## config.mk

```make
export PLATFORM = sky130hd
export DESIGN_NAME = branch_predictor
export DESIGN_NICKNAME = d
export VERILOG_FILES = /design/src/rtl/bp_pkg.sv /design/src/rtl/branch_predictor_sat_counter2.sv /design/src/rtl/branch_predictor.sv
export SDC_FILE = /design/constraint.sdc
export NUM_CORES = 2
export LEC_CHECK = 0
export ABC_AREA = 0
export BUFFER_PORTS_ARGS = -buffer_cell sky130_fd_sc_hd__buf_4
export CAP_MARGIN = 20
export CORE_UTILIZATION = 56
export CTS_CLUSTER_DIAMETER = 200
export DETAILED_ROUTE_END_ITERATION = 12
export PLACE_DENSITY = 0.85
export SLEW_MARGIN = 20
export SYNTH_ARGS = -nofsm -noshare
export SYNTH_HDL_FRONTEND = slang
export SYNTH_SLANG_ARGS = --single-unit
export TNS_END_PERCENT = 20
```

## constraint.sdc

```tcl
create_clock -name clk -period 7.5 [get_ports clk]
set_clock_uncertainty 0.2 [all_clocks]
set_input_delay 0.75 -clock clk [delete_from_list [all_inputs] [get_ports clk]]
set_output_delay 0.75 -clock clk [all_outputs]
set_load 0.01 [all_outputs]
```

## src/rtl/bp_pkg.sv

```systemverilog
// Shared definitions for the fetch-side branch predictor: default geometry,
// 2-bit counter encodings and the logical layout of one table entry.
package bp_pkg;

  localparam int XLEN_D     = 32;
  localparam int IDX_BITS_D = 6;
  localparam int TAG_BITS_D = 8;

  typedef enum logic [1:0] {
    SNT = 2'b00,
    WNT = 2'b01,
    WT  = 2'b10,
    ST  = 2'b11
  } ctr_t;

  typedef struct packed {
    logic                  valid;
    logic [TAG_BITS_D-1:0] tag;
    ctr_t                  ctr;
    logic [XLEN_D-1:0]     target;
  } bp_entry_t;

endpackage

```

## src/rtl/branch_predictor_sat_counter2.sv

```systemverilog
// 2-bit saturating counter next-state function; shared by the single update port.
module sat_counter2
  import bp_pkg::*;
(
  input  ctr_t ctr,
  input  logic inc,
  input  logic force_st,
  output ctr_t ctr_next
);

  always_comb begin
    ctr_next = ctr;
    if (force_st) begin
      ctr_next = ST;
    end else if (inc) begin
      ctr_next = (ctr == ST) ? ST : ctr_t'(ctr + 2'd1);
    end else begin
      ctr_next = (ctr == SNT) ? SNT : ctr_t'(ctr - 2'd1);
    end
  end

endmodule

```

## src/rtl/branch_predictor.sv

```systemverilog
// Direct-mapped direction/target predictor: zero-latency lookup for the F-stage PC,
// training from X-stage resolution, mispredict detection and event counters.
module branch_predictor
  import bp_pkg::*;
#(
  parameter int XLEN     = XLEN_D,
  parameter int IDX_BITS = IDX_BITS_D,
  parameter int TAG_BITS = TAG_BITS_D
) (
  input  logic            clk,
  input  logic            rst,
  input  logic [XLEN-1:0] pc_f,
  output logic            pred_taken,
  output logic [XLEN-1:0] pred_target,
  input  logic            upd_valid,
  input  logic [XLEN-1:0] upd_pc,
  input  logic            upd_is_jump,
  input  logic            upd_taken,
  input  logic [XLEN-1:0] upd_target,
  input  logic            upd_pred_taken,
  input  logic [XLEN-1:0] upd_pred_target,
  output logic            mispredict,
  output logic [XLEN-1:0] redirect_pc,
  output logic [31:0]     cnt_branches,
  output logic [31:0]     cnt_mispredicts
);

  localparam int ENTRIES = 2 ** IDX_BITS;

  // Valid lives in flops so reset clears the whole table in one edge.
  logic [ENTRIES-1:0]  valid_q;
  logic [TAG_BITS-1:0] tag_mem [ENTRIES];
  ctr_t                ctr_mem [ENTRIES];
  logic [XLEN-1:0]     tgt_mem [ENTRIES];

  logic [IDX_BITS-1:0] f_idx, u_idx;
  logic [TAG_BITS-1:0] f_tag, u_tag;
  logic                f_hit, u_hit;
  logic                alloc, tgt_wr;
  ctr_t                ctr_next;

  assign f_idx = pc_f[IDX_BITS+1:2];
  assign f_tag = pc_f[IDX_BITS+TAG_BITS+1:IDX_BITS+2];
  assign u_idx = upd_pc[IDX_BITS+1:2];
  assign u_tag = upd_pc[IDX_BITS+TAG_BITS+1:IDX_BITS+2];

  assign f_hit       = valid_q[f_idx] && (tag_mem[f_idx] == f_tag);
  assign pred_taken  = f_hit && ctr_mem[f_idx][1];
  assign pred_target = f_hit ? tgt_mem[f_idx] : pc_f + XLEN'(4);

  assign u_hit  = valid_q[u_idx] && (tag_mem[u_idx] == u_tag);
  assign alloc  = upd_valid && !u_hit && upd_taken;
  assign tgt_wr = upd_valid && (u_hit ? (upd_taken || upd_is_jump) : upd_taken);

  assign mispredict  = upd_valid && ((upd_taken != upd_pred_taken) ||
                                     (upd_taken && (upd_target != upd_pred_target)));
  assign redirect_pc = upd_taken ? upd_target : upd_pc + XLEN'(4);

  sat_counter2 u_sat (
    .ctr      (ctr_mem[u_idx]),
    .inc      (upd_taken),
    .force_st (upd_is_jump),
    .ctr_next (ctr_next)
  );

  always_ff @(posedge clk) begin
    if (rst) begin
      valid_q <= '0;
    end else if (alloc) begin
      valid_q[u_idx] <= 1'b1;
    end
  end

  always_ff @(posedge clk) begin
    if (rst) begin
      for (int i = 0; i < ENTRIES; i++) begin
        ctr_mem[i] <= WNT;
      end
    end else if (upd_valid && u_hit) begin
      ctr_mem[u_idx] <= ctr_next;
    end else if (alloc) begin
      ctr_mem[u_idx] <= upd_is_jump ? ST : WT;
    end
  end

  // Tags and targets carry no reset; valid_q masks them until written.
  always_ff @(posedge clk) begin
    if (!rst) begin
      if (alloc) begin
        tag_mem[u_idx] <= u_tag;
      end
      if (tgt_wr) begin
        tgt_mem[u_idx] <= upd_target;
      end
    end
  end

  always_ff @(posedge clk) begin
    if (rst) begin
      cnt_branches    <= '0;
      cnt_mispredicts <= '0;
    end else if (upd_valid) begin
      cnt_branches    <= cnt_branches + 32'd1;
      cnt_mispredicts <= cnt_mispredicts + {31'd0, mispredict};
    end
  end

endmodule

```

==> reports/results.txt <==
outcome: finished clean
Synth Net Count: 6104
Synth Cell Area: 0.1179 mm²
post_cts resized: 0
internal power: 0.02626 W
Switch Pwr: 0.007736 W
worst vdd ir: 0.2538 mV
Final setup viols: 0
post-synthesis mux area share: 19.09%
IO Count: 264
DRC Markers: 0
layout cells sized above 1: 30.76%
crit path buf inv count: 4
vias per inst: 7.599
CTS Sinks: 2816
largest net degree at the start of global routing: 135
TritonCTS Buffers: 296
final worst slack: 0.7645 ns
CTS Buffer Depth: 4
Synth Area in Simple Gates: 3.546%
CP max stage delay: 1.19 ns
PortBufs: 263
gr usage total: 37.25%
Worst path depth: 11
clock latency on the worst-skew pair: 0.96 ns
P&R area growth vs syn: 12.88%
DRT iter0 DRCs: 13220
chip width: 460.8 µm
GP Congestion: 1.010
Die Height: 460.8 µm
Max-Cap Viols: 0
die footprint: 0.2123 mm²
combinational fraction of design power: 6.7%
Std-Cell Rows: 168
Worst-path clk slew: 0.06 ns
Syn Area/Cell: 19.76 µm²
Worst Tran Pin Value: 1.384 ns
clock power share: 42.5%
Synth Area in XOR/XNOR: 1.100%
max frequency: 148.5 MHz
vias: 71240
layout filler cell count: 13220
Crit path top cell by count: buf_4
R2R cell count: 11
Sw Share: 22.75%
Final Hold Viols: 0
Power Dens Cells: 255.6 mW/mm²
largest family of logic cells by synthesized area: multiplexers
Synth Area in Compound Gates: 3.571%
Cell Chain, Critical Path: buf_8 > buf_12 > mux4_2 > a2111oi_0 > o21ai_0 > o2111ai_1 > xor2_1 > nand4_1 > buf_4 > mux2_2 > buf_4
Min-Delay Path Depth: 1
Yosys reg bits: 2816
first-pass GRT wire length: 542300 µm
placed inst area: 0.1238 mm²
Setup crit start kind: input pin
Max transition margin: 5.341%
Starting Density: 56.29%
dpl hpwl: 229700 µm
RSZ-0062 raised after global routing: no
initial antenna violation count: 62
Routed Antenna Nets: 0
Sum Neg Setup Slack: 0 ns
CP required: 6.55 ns
root buffer cell: clkbuf_16
minimum clock period after layout: 6.736 ns
P_leak: 41.76 nW
1st-pass router iterations: 9
worst-path fanout max: 65
hold crit path type: in -> reg
Post-synth EDFFs: 2688
Seq pwr share: 50.9%
Final Util: 63.54%
post-route design area: 0.1330 mm²
routed len/inst: 42.18 µm
Nets: 6466
asr flop ratio synth: 0%
dpl ws: 0.8630 ns
Core Region: 0.2094 mm²
H-tree depth: 5
CP delay by family, top: compound AO/OA/AOI/OAI gates
Worst Path Arrival: 5.79 ns
GRT overflow: 0
TritonCTS clock tree: done
Period Utilization, post-route: 89.81%
Most used DFF post-synth: edfxtp_1
final wirelength: 395400 µm
Post-Synth Adder-Cell Area: 0.05308%
Netlist cell types: 87
Crit-path slowest cell: a2111oi_0
critical path class: in -> out
register area share after synthesis: 70.66%
vias in the first global route: 69230
Synth Instances: 5965
YS warnings: 0
Slew Viols, Final: 0
Critical Path Sink Type: output port
-- cell families after synthesis --
| logic type | Yosys count |
|---|---|
| multiplexers | 1089 |
| adder cells (fa/ha/maj) | 5 |
| AND/OR/NAND/NOR | 834 |
| buffers and inverters | 513 |
| flip-flops | 2816 |
| AO/OA/AOI/OAI | 560 |
| XOR/XNOR | 148 |
-- placed cells by master (no fill, tap or decap), types with 54 or more instances in the layout --
| cell | netlist | routed |
|---|---|---|
| xor2_1 | 97 | 97 |
| nand2_1 | 204 | 204 |
| nor2_1 | 174 | 165 |
| dfxtp_1 | 128 | 128 |
| a22oi_1 | 96 | 96 |
| clkbuf_16 | 0 | 302 |
| o21bai_2 | 60 | 60 |
| mux4_2 | 918 | 918 |
| mux2i_1 | 113 | 113 |
| buf_4 | 23 | 459 |
| nor4_1 | 86 | 72 |
| edfxtp_1 | 2688 | 2688 |
| o22ai_1 | 88 | 88 |
| inv_1 | 83 | 83 |
| o21bai_1 | 70 | 69 |
| nor3_2 | 0 | 54 |
| clkinv_1 | 4 | 68 |
| nand3_1 | 119 | 119 |
| o21ai_0 | 67 | 67 |
-- area by class of cell --
cell class,instances,area (µm²),share of cell area [%]
flip-flops and latches,2816,83280,62.60
multi-input cells,2636,32690,24.57
clock buffers,357,7824,5.881
repair buffers,489,3990,2.999
well taps,2805,3510,2.638
clock inverters,149,1315,0.9885
inverters,88,337.8,0.2539
diodes,35,87.58,0.06584
-- sequential cells by signal, indices dropped and copies added (netlist names) --
| name | cells |
|---|---|
| cnt_mispredicts | 32 |
| cnt_branches | 32 |
| tgt_mem | 2048 |
| valid_q | 64 |
| tag_mem | 512 |
| ctr_mem | 128 |
-- per-stage QoR --
stage | cells | hold WS, ns | power (W)
after floorplan | 5965 | 0.2574 | 0.01879
after CTS | 9339 | 0.003259 | 0.03389
after global routing | 9358 | 0.02670 | 0.03449
after detailed placement | 8831 | 0.2805 | 0.01977
after global placement | 8828 | 0.2678 | 0.01971
final | 9375 | 0.04966 | 0.03400
-- final timing paths --
kind / from / end / slack (ns)
max: pc_f[2] / pred_target[22] / 0.76
max reg2reg: tag_mem[45][7] / tgt_mem[38][29] / 1.87
min: upd_pc[14] / tag_mem[34][6] / 0.05
min reg2reg: valid_q[0] / valid_q[0] / 0.30
-- synth_stat cells (13+ instances only) --
cell type  instances  area (µm²)
a22o_1            13       113.9
a221oi_1          28       245.2
o221ai_1          14       122.6
buf_6             24       270.3
nand3_1          119       595.6
o21bai_1          70       525.5
nand2b_1          13       81.33
o22ai_1           88       550.5
a22oi_1           96       720.7
dfxtp_1          128        2562
xnor2_1           51       446.7
or3_1             17       106.4
mux2_2            39       439.2
nor3_1            72       360.4
and3_1            36       225.2
buf_4             23       172.7
o21bai_2          60       675.7
buf_2             78       390.4
nand2_1          204       765.7
nand4_1           35       219.0
edfxtp_1        2688       80720
inv_1             83       311.6
xor2_1            97       849.6
clkbuf_1         239       897.1
nor2_1           174       653.1
o21ai_0           67       335.3
mux2i_1          113        1131
mux4_2           918       20670
a21oi_1           41       205.2
mux2_1            16       180.2
buf_1             58       217.7
nor4_1            86       538.0
-- power groups by stage --
stage                     sequential [W]  combinational [W]  clock [W]
after global placement            0.0176            0.00209          0
after detailed placement          0.0176            0.00215          0
final                             0.0173            0.00227     0.0144
after CTS                         0.0173            0.00219     0.0144
after global routing              0.0173            0.00229     0.0149
after floorplan                   0.0176            0.00117          0
-- layer usage --
layer	up-vias	wire length, µm	part of all wire [%]	GRT usage (%)
li1	25710	-	-	-
met1	35710	116700	30	42.89
met2	7871	186500	47	58.85
met3	1907	56210	14	12.19
met4	44	35720	9.0	26.73
met5	-	293	0.074	0
-- repair_timing --
| item | CTS | global route |
|---|---|---|
| endpoints found under the hold margin | 12 | 0 |
| buffers inserted | 0 | 0 |
| hold buffers | 2 | 0 |
Note: power is estimated with default switching activity, not from simulation.
